--- src/rtl/gearbox_pkg.sv ---
// Shared definitions for the gearbox packer/unpacker pair.
package gearbox_pkg;

   typedef logic [7:0] byte_t;

   localparam int unsigned POPCOUNT_W = 64;

   // Callers zero-extend their lane mask to POPCOUNT_W bits.
   function automatic logic [6:0] popcount(input logic [POPCOUNT_W-1:0] v);
      logic [6:0] c;
      c = '0;
      for (int i = 0; i < POPCOUNT_W; i++) begin
         c = c + 7'(v[i]);
      end
      return c;
   endfunction

endpackage

--- src/rtl/axis_skid_buffer.sv ---
// Two-entry fall-through AXI-Stream buffer with a registered ready.
module axis_skid_buffer #(
   parameter int W = 8
) (
   input  logic         aclk,
   input  logic         aresetn,
   input  logic [W-1:0] s_tdata,
   input  logic         s_tvalid,
   output logic         s_tready,
   output logic [W-1:0] m_tdata,
   output logic         m_tvalid,
   input  logic         m_tready
);

   logic [W-1:0] mem [2];
   logic         wr_ptr;
   logic         rd_ptr;
   logic [1:0]   count;
   logic [1:0]   count_nx;
   logic         empty;
   logic         s_fire;
   logic         m_fire;
   logic         bypass;
   logic         push;
   logic         pop;

   // An empty buffer passes the input straight through so a beat can be
   // consumed in the cycle it arrives; ready only ever looks at the count.
   assign empty    = (count == 2'd0);
   assign s_fire   = s_tvalid & s_tready;
   assign m_tvalid = !empty | s_fire;
   assign m_tdata  = empty ? s_tdata : mem[rd_ptr];
   assign m_fire   = m_tvalid & m_tready;
   assign bypass   = empty & s_fire & m_tready;
   assign push     = s_fire & !bypass;
   assign pop      = m_fire & !empty;
   assign count_nx = count + 2'(push) - 2'(pop);

   always_ff @(posedge aclk) begin
      if (!aresetn) begin
         count    <= 2'd0;
         wr_ptr   <= 1'b0;
         rd_ptr   <= 1'b0;
         s_tready <= 1'b0;
      end else begin
         count    <= count_nx;
         s_tready <= (count_nx != 2'd2);
         if (push) wr_ptr <= ~wr_ptr;
         if (pop)  rd_ptr <= ~rd_ptr;
      end
   end

   always_ff @(posedge aclk) begin
      if (push) mem[wr_ptr] <= s_tdata;
   end

endmodule

--- src/rtl/gearbox_unpacking.sv ---
// Scatters a dense byte stream into sparse output beats whose lane pattern
// comes from a separate mask stream; highest set lane carries the earliest byte.
module gearbox_unpacking
   import gearbox_pkg::*;
#(
   parameter int n  = 5,
   parameter int nb = n*8
) (
   input  logic          aclk,
   input  logic          aresetn,
   input  logic [nb-1:0] in_tdata,
   input  logic          in_tvalid,
   output logic          in_tready,
   input  logic [n-1:0]  mask_tdata,
   input  logic          mask_tvalid,
   output logic          mask_tready,
   output logic [nb-1:0] out_tdata,
   output logic [n-1:0]  out_tkeep,
   output logic          out_tvalid,
   input  logic          out_tready
);

   localparam int CW = $clog2(2*n+1);

   logic [n-1:0]    m;
   logic            mv;
   logic            emit;
   logic [CW-1:0]   k;

   logic [2*nb-1:0] buffer;
   logic [2*nb-1:0] buf_app;
   logic [2*nb-1:0] buf_nx;
   logic [CW-1:0]   byte_cnt;
   logic [CW-1:0]   cnt_app;
   logic [CW-1:0]   cnt_nx;
   logic [nb-1:0]   out_tdata_nx;
   logic [n-1:0]    out_tkeep_nx;
   logic            out_tvalid_nx;
   logic            in_tready_nx;

   axis_skid_buffer #(.W(n)) u_mask_skid (
      .aclk     (aclk),
      .aresetn  (aresetn),
      .s_tdata  (mask_tdata),
      .s_tvalid (mask_tvalid),
      .s_tready (mask_tready),
      .m_tdata  (m),
      .m_tvalid (mv),
      .m_tready (emit)
   );

   assign k = CW'(popcount(64'(m)));

   always_comb begin
      int    j;
      byte_t lane_b;
      j             = 0;
      lane_b        = '0;
      buf_app       = buffer;
      cnt_app       = byte_cnt;
      out_tdata_nx  = out_tdata;
      out_tkeep_nx  = out_tkeep;
      out_tvalid_nx = out_tvalid;

      if (out_tvalid && out_tready) out_tvalid_nx = 1'b0;

      // Bytes below byte_cnt are always zero, so the new word can be OR-ed in
      // directly beneath the bytes already held.
      if (in_tvalid && in_tready) begin
         buf_app = buffer | ({in_tdata, {nb{1'b0}}} >> (8*int'(byte_cnt)));
         cnt_app = byte_cnt + CW'(n);
      end

      emit   = mv && !out_tvalid_nx && (cnt_app >= k);
      buf_nx = buf_app;
      cnt_nx = cnt_app;

      if (emit) begin
         out_tdata_nx = '0;
         for (int ii = n-1; ii >= 0; ii--) begin
            if (m[ii]) begin
               lane_b = buf_app[(2*n-1-j)*8 +: 8];
               out_tdata_nx[ii*8 +: 8] = lane_b;
               j++;
            end
         end
         buf_nx        = buf_app << (8*int'(k));
         cnt_nx        = cnt_app - k;
         out_tkeep_nx  = m;
         out_tvalid_nx = 1'b1;
      end

      in_tready_nx = (cnt_nx <= CW'(n));
   end

   always_ff @(posedge aclk) begin
      if (!aresetn) begin
         buffer     <= '0;
         byte_cnt   <= '0;
         out_tdata  <= '0;
         out_tkeep  <= '0;
         out_tvalid <= 1'b0;
         in_tready  <= 1'b0;
      end else begin
         buffer     <= buf_nx;
         byte_cnt   <= cnt_nx;
         out_tdata  <= out_tdata_nx;
         out_tkeep  <= out_tkeep_nx;
         out_tvalid <= out_tvalid_nx;
         in_tready  <= in_tready_nx;
      end
   end

endmodule

--- config.mk ---
export PLATFORM = sky130hd
export DESIGN_NAME = gearbox_unpacking
export DESIGN_NICKNAME = d
export VERILOG_FILES = /design/src/rtl/gearbox_pkg.sv /design/src/rtl/axis_skid_buffer.sv /design/src/rtl/gearbox_unpacking.sv
export SDC_FILE = /design/constraint.sdc
export NUM_CORES = 1
export LEC_CHECK = 0
export CAP_MARGIN = 20
export CORE_ASPECT_RATIO = 1.4
export CORE_UTILIZATION = 58
export DETAILED_ROUTE_END_ITERATION = 6
export PLACE_DENSITY = 0.76
export SYNTH_ARGS = -nofsm -noshare
export SYNTH_HDL_FRONTEND = slang
export SYNTH_SLANG_ARGS = --single-unit
export TNS_END_PERCENT = 10
--- constraint.sdc ---
create_clock -name aclk -period 8.7 [get_ports aclk]
set_clock_uncertainty 0.2 [all_clocks]
set_input_delay 1.74 -clock aclk [delete_from_list [all_inputs] [get_ports aclk]]
set_output_delay 1.74 -clock aclk [all_outputs]
set_load 0.01 [all_outputs]
==> results of run 1 <==
==> metrics by stage <==
stage	utilization	std cells	instance area [um^2]	hold WS (ps)	setup slack, ps
2_1_floorplan	-	1183	11300	276	1630
3_3_place_gp	0.654	1453	12300	243	1100
3_5_place_dp	0.654	1453	12300	248	910
4_1_cts	0.687	1485	12900	257	1350
5_1_grt	0.687	1485	12900	278	902
6_report	0.687	1485	12900	257	1280
==> worst max-delay path, cell delays in order <==
cell and delay (ps):
clkdlybuf4s50_1 520, or3b_2 490, o21ai_1 310, inv_1 120, fa_1 530, inv_1 60, fa_2 350, ha_1 330
buf_4 350, inv_2 80, ha_1 300, a21bo_2 120, a21oi_1 80, a32oi_2 670, nand2_2 550, buf_4 410
or3_1 380, a21oi_1 160
==> worst min-delay path by stage <==
stage          cells after the start           from       endpoint  slack (ps)
6_report                           2  out_tdata[33]  out_tdata[33]         260
2_1_floorplan                      2     buffer[70]     buffer[70]         280
3_5_place_dp                       2  out_tdata[33]  out_tdata[33]         250
5_1_grt                            2  out_tdata[38]  out_tdata[38]         280
4_1_cts                            2  out_tdata[33]  out_tdata[33]         260
3_3_place_gp                       2  out_tdata[26]  out_tdata[26]         240
==> sequential cells by signal, summed over array words and instances (netlist names), named ones only <==
register and cells:
u_mask_skid.s_tready 1, u_mask_skid.rd_ptr 1, in_tready 1, byte_cnt 4, u_mask_skid.mem 10, out_tkeep 5
buffer 80, out_tdata 40, u_mask_skid.count 2, u_mask_skid.wr_ptr 1, out_tvalid 1
==> layout make-up <==
class / instances / area, um^2
clock buffers: 21 / 450
clock inverters: 11 / 174
fillers: 1509 / 5890
inverters: 23 / 86.3
multi-input cells: 908 / 7630
flip-flops and latches: 147 / 3040
well taps: 244 / 305
repair buffers: 131 / 1240
==> metal layers <==
metal | vias up | routed length [um] | track usage
met3 | 201 | 4890 | 0.0866
li1 | 4831 | - | -
met5 | - | 0 | 0
met1 | 5369 | 15000 | 0.531
met2 | 962 | 17900 | 0.605
met4 | 0 | 2690 | 0.266
==> kinds of logic after synthesis <==
family                   Yosys count  share of synthesized area
AO/OA/AOI/OAI                    374                      0.252
AND/OR/NAND/NOR                  350                      0.157
multiplexers                     158                      0.239
flip-flops                       147                      0.270
buffers and inverters            128                     0.0527
adder cells (fa/ha/maj)           17                     0.0216
XOR/XNOR                           9                    0.00700
==> cell usage in the layout, fill, tap and decap left out, drive strengths merged, types with 6 or more instances in the layout <==
master         count
a211oi            25
a21o              11
a21oi             70
a221o             26
a221oi            30
a2bb2oi           15
a31oi             31
a32oi             11
a41oi              6
and2              25
and3              20
buf               34
clkbuf            21
clkdlybuf4s50     97
dfxtp            137
edfxtp            10
ha                13
inv               26
mux2              30
mux2i             46
mux4              82
nand2             94
nand3             45
nand4              7
nor2              83
nor2b              7
nor3              20
o211a              8
o211ai            14
o21ai             26
o221ai            26
o22ai             13
o2bb2ai           17
or3               26
==> results.py, run 1 <==
metrics = {
    "outcome": {
        "status": "finished clean",
    },
    "synth": {
        "yosys.area.top_type": "dfxtp_1",
        "yosysWarnings": 0,
        "synthTopCellsByArea": "dfxtp_1 24%, mux4_2 14%, mux2i_1 4.1%",
        "synth_nets": 1250,
        "ys_async_sr_fraction": 0,
        "yosysMostFrequentCell": "dfxtp_1",
        "syn_avg_cell_area_um2": 9.51,
        "ys_ff_latch": 147,
        "ys_types": 87,
        "yosysSeqAreaShare": 0.270,
        "ys_top_cells_by_count": "137 x dfxtp_1, 93 x nand2_1, 83 x nor2_1, 71 x mux4_2, 69 x a21oi_1",
        "syn_area_mm2": 0.0113,
        "synth_edf_count": 10,
        "netlist_instances": 1183,
        "synth_top_area_share": 0.244,
        "synth_flop_cell": "dfxtp_1",
    },
    "sta": {
        "timing.slew.headroom": 0.202,
        "finalSetupTns_ps": 0,
        "max_freq_mhz": 135,
        "setup_viol": 0,
        "drv_slew": 0,
        "worstMarginPinSlew_ps": 1190,
        "min_period_over_period": 0.853,
        "rsz0062_at_grt": "false",
        "final_hold_viol_count": 0,
        "fin_crit_ps": 7420,
    },
    "setup_path": {
        "endpoint": "out_tdata[39]",
        "r2r_start": "u_mask_skid.count[1]",
        "setup.worst_path.start_class": "input port",
        "worstPathRequired_ps": 8860,
        "crit_start": "mask_tdata[1]",
        "critPathArrivalTime_ps": 7580,
        "reg2reg_depth": 18,
        "r2r-end": "out_tdata[39]",
        "crit_path_max_fanout": 35,
        "r2r_setup_slack_ps": 2680,
        "worst_setup_path_end_kind": "register",
        "crit_type": "input port to register",
    },
    "route": {
        "vias": 11400,
        "drt_wl_total_mm": 40.5,
        "drtPass1Iterations": 6,
        "antenna_left": 0,
        "drcViolationCount": 0,
        "vias_per_cell": 7.65,
        "routedWlPerCell_um": 27.3,
        "drt-initial-drc-count": 1595,
    },
    "cells_and_area": {
        "diodes": 0,
        "fin_nets": 1295,
        "final_layout_size_suffix_gt1_frac": 0.164,
        "synthToLayoutAreaGrowth_pct": 14.9,
    },
    "die": {
        "io_pins": 98,
        "start_util": 0.598,
        "die_x_um": 120,
        "fp-row-count": 59,
        "coreArea_mm2": 0.0188,
        "die-area_mm2": 0.0200,
        "die_h_um": 167,
    },
    "clock_tree": {
        "numCtsBuffers": 17,
        "postCtsSetupRepairBufs": 0,
        "clk_pin_slew_ps": 60,
        "clk_path_buf_depth": 2,
        "cts_tree": "built",
        "clkSinkCount": 147,
        "h-tree-depth": 4,
        "clk_latency_ps": 440,
        "ctsRootBufferMaster": "clkbuf_16",
        "post_cts_resized": 0,
        "cts_hold_buf": 0,
    },
    "worst_hold_path": {
        "worstHoldPathType": "register to register",
    },
    "global_routing": {
        "grt_pass1_vias": 10900,
        "grt_overflow_total": 0,
        "grtUsageTotal": 0.407,
        "grt_pass1_wl_mm": 62.4,
        "antenna_found_initial": 0,
        "grt_max_degree": 66,
    },
    "placed_design": {
        "gp_congestion": 1.01,
        "place_hpwl_mm": 27.9,
        "port_buffers": 97,
    },
    "flow_run": {
        "maxCapViolations": 0,
    },
}
Power of run 1 is not shown: default switching activity piles up to over one toggle a cycle in this logic, so the estimate is an artifact.
==> run 2: changes to the inputs <==
--- a/config.mk
+++ b/config.mk
@@ -7,6 +7,7 @@
 export LEC_CHECK = 0
 export CAP_MARGIN = 20
 export CORE_ASPECT_RATIO = 1.4
+export CORE_MARGIN = 2
 export CORE_UTILIZATION = 58
 export DETAILED_ROUTE_END_ITERATION = 6
 export PLACE_DENSITY = 0.76
==> results.py, run 2 (synthesis results as in run 1) <==
metrics = {
    "flow_run": {
        "maxCapViolations": 0,
    },
    "cells_and_area": {
        "final_common_cell": "dfxtp_1",
        "diodes": 0,
        "final_layout_size_suffix_gt1_frac": 0.161,
        "regMostFlops": "buffer",
        "largest_reg_flops": 80,
        "fin_nets": 1291,
        "top_regs": "buffer x80, out_tdata x40, u_mask_skid.mem x10",
        "layout_common_cells": "136 x dfxtp_1, 97 x clkdlybuf4s50_1, 92 x nand2_1",
        "synthToLayoutAreaGrowth_pct": 14.5,
    },
    "route": {
        "routedWlPerCell_um": 27.3,
        "drt-initial-drc-count": 1549,
        "drcViolationCount": 0,
        "drt_wl_total_mm": 40.5,
        "vias_per_cell": 7.69,
        "vias": 11400,
        "drtPass1Iterations": 7,
        "antenna_left": 0,
    },
    "sta": {
        "final_hold_viol_count": 0,
        "finalSetupTns_ps": 0,
        "drv_slew": 0,
        "max_freq_mhz": 135,
        "min_period_over_period": 0.851,
        "setup_viol": 0,
        "fin_crit_ps": 7410,
        "worstMarginPinSlew_ps": 1130,
        "rsz0062_at_grt": "false",
        "timing.slew.headroom": 0.245,
    },
    "global_routing": {
        "grt_overflow_total": 0,
        "grt_max_degree": 64,
        "grt_pass1_vias": 10900,
        "grtUsageTotal": 0.395,
        "grt_pass1_wl_mm": 62.2,
        "antenna_found_initial": 0,
    },
    "clock_tree": {
        "clk_latency_ps": 450,
        "cts_tree": "built",
        "h-tree-depth": 4,
        "clk_pin_slew_ps": 60,
        "numCtsBuffers": 17,
        "cts_hold_buf": 0,
        "postCtsSetupRepairBufs": 0,
        "clkSinkCount": 147,
        "post_cts_resized": 0,
        "ctsRootBufferMaster": "clkbuf_16",
        "clk_path_buf_depth": 2,
    },
    "setup_path": {
        "worstPathRequired_ps": 8890,
        "critPathArrivalTime_ps": 7590,
        "crit_path_max_fanout": 28,
        "crit_type": "input port to register",
        "worst_setup_path_end_kind": "register",
        "setup.worst_path.start_class": "input port",
    },
    "placed_design": {
        "place_hpwl_mm": 27.6,
        "port_buffers": 97,
        "gp_congestion": 1.07,
    },
    "worst_hold_path": {
        "worstHoldPathType": "register to register",
    },
    "die": {
        "coreArea_mm2": 0.0191,
        "io_pins": 98,
        "die_x_um": 122,
        "start_util": 0.588,
        "die_h_um": 169,
        "die-area_mm2": 0.0205,
        "fp-row-count": 60,
    },
    "outcome": {
        "status": "finished clean",
    },
}
[run 2: changes by cell type in the layout (fill, tap and decap cells not counted), moves of 2 or more]
cell	before	now
buf_4	33	27
inv_6	3	0
bufinv_16	4	2
clkinv_2	1	3
[run 2: cell type report]
cell class,count,area (um^2)
flip-flops and latches,147,3040
inverters,23,86.3
clock inverters,8,100
multi-input cells,908,7630
well taps,248,310
clock buffers,23,489
repair buffers,127,1220
fillers,1589,6260
[run 2: per-stage QoR]
stage / cells / area [um^2] / hold slack (ps) / setup WS [ps] / utilization
global placement: 1452 / 12300 / 238 / 1200 / 0.642
detailed placement: 1452 / 12300 / 244 / 1040 / 0.642
floorplan: 1183 / 11300 / 276 / 1630 / -
finish: 1484 / 12900 / 257 / 1290 / 0.673
CTS: 1483 / 12900 / 261 / 1420 / 0.673
global route: 1484 / 12900 / 280 / 1080 / 0.673
[run 2: layer usage]
metal | share of wire | track usage
met3 | 0.12 | 0.0954
met5 | 0 | 0
met4 | 0.058 | 0.211
met2 | 0.45 | 0.612
met1 | 0.36 | 0.511
[run 2: worst max-delay path, cell delays in order]
cell and delay, ps:
clkdlybuf4s50_1 510, or3b_2 500, o21ai_1 340, inv_1 150, fa_1 530, inv_1 60, fa_2 340, ha_1 330
buf_4 370, inv_2 70, ha_1 290, a21bo_2 120, a21oi_1 90, a32oi_2 690, nand4_2 480, nor4_4 700
a221o_1 270
[run 2: worst paths after layout]
kind | from | endpoint | slack, ps | cells after the start
worst max register to register | u_mask_skid.count[1] | out_tdata[8] | 2710 | 16
worst max-delay path | mask_tdata[1] | out_tdata[8] | 1290 | 17
worst min register to register | out_tdata[32] | out_tdata[32] | 260 | 2
worst min-delay path | out_tdata[32] | out_tdata[32] | 260 | 2
Power of run 2 is left out for the same reason.
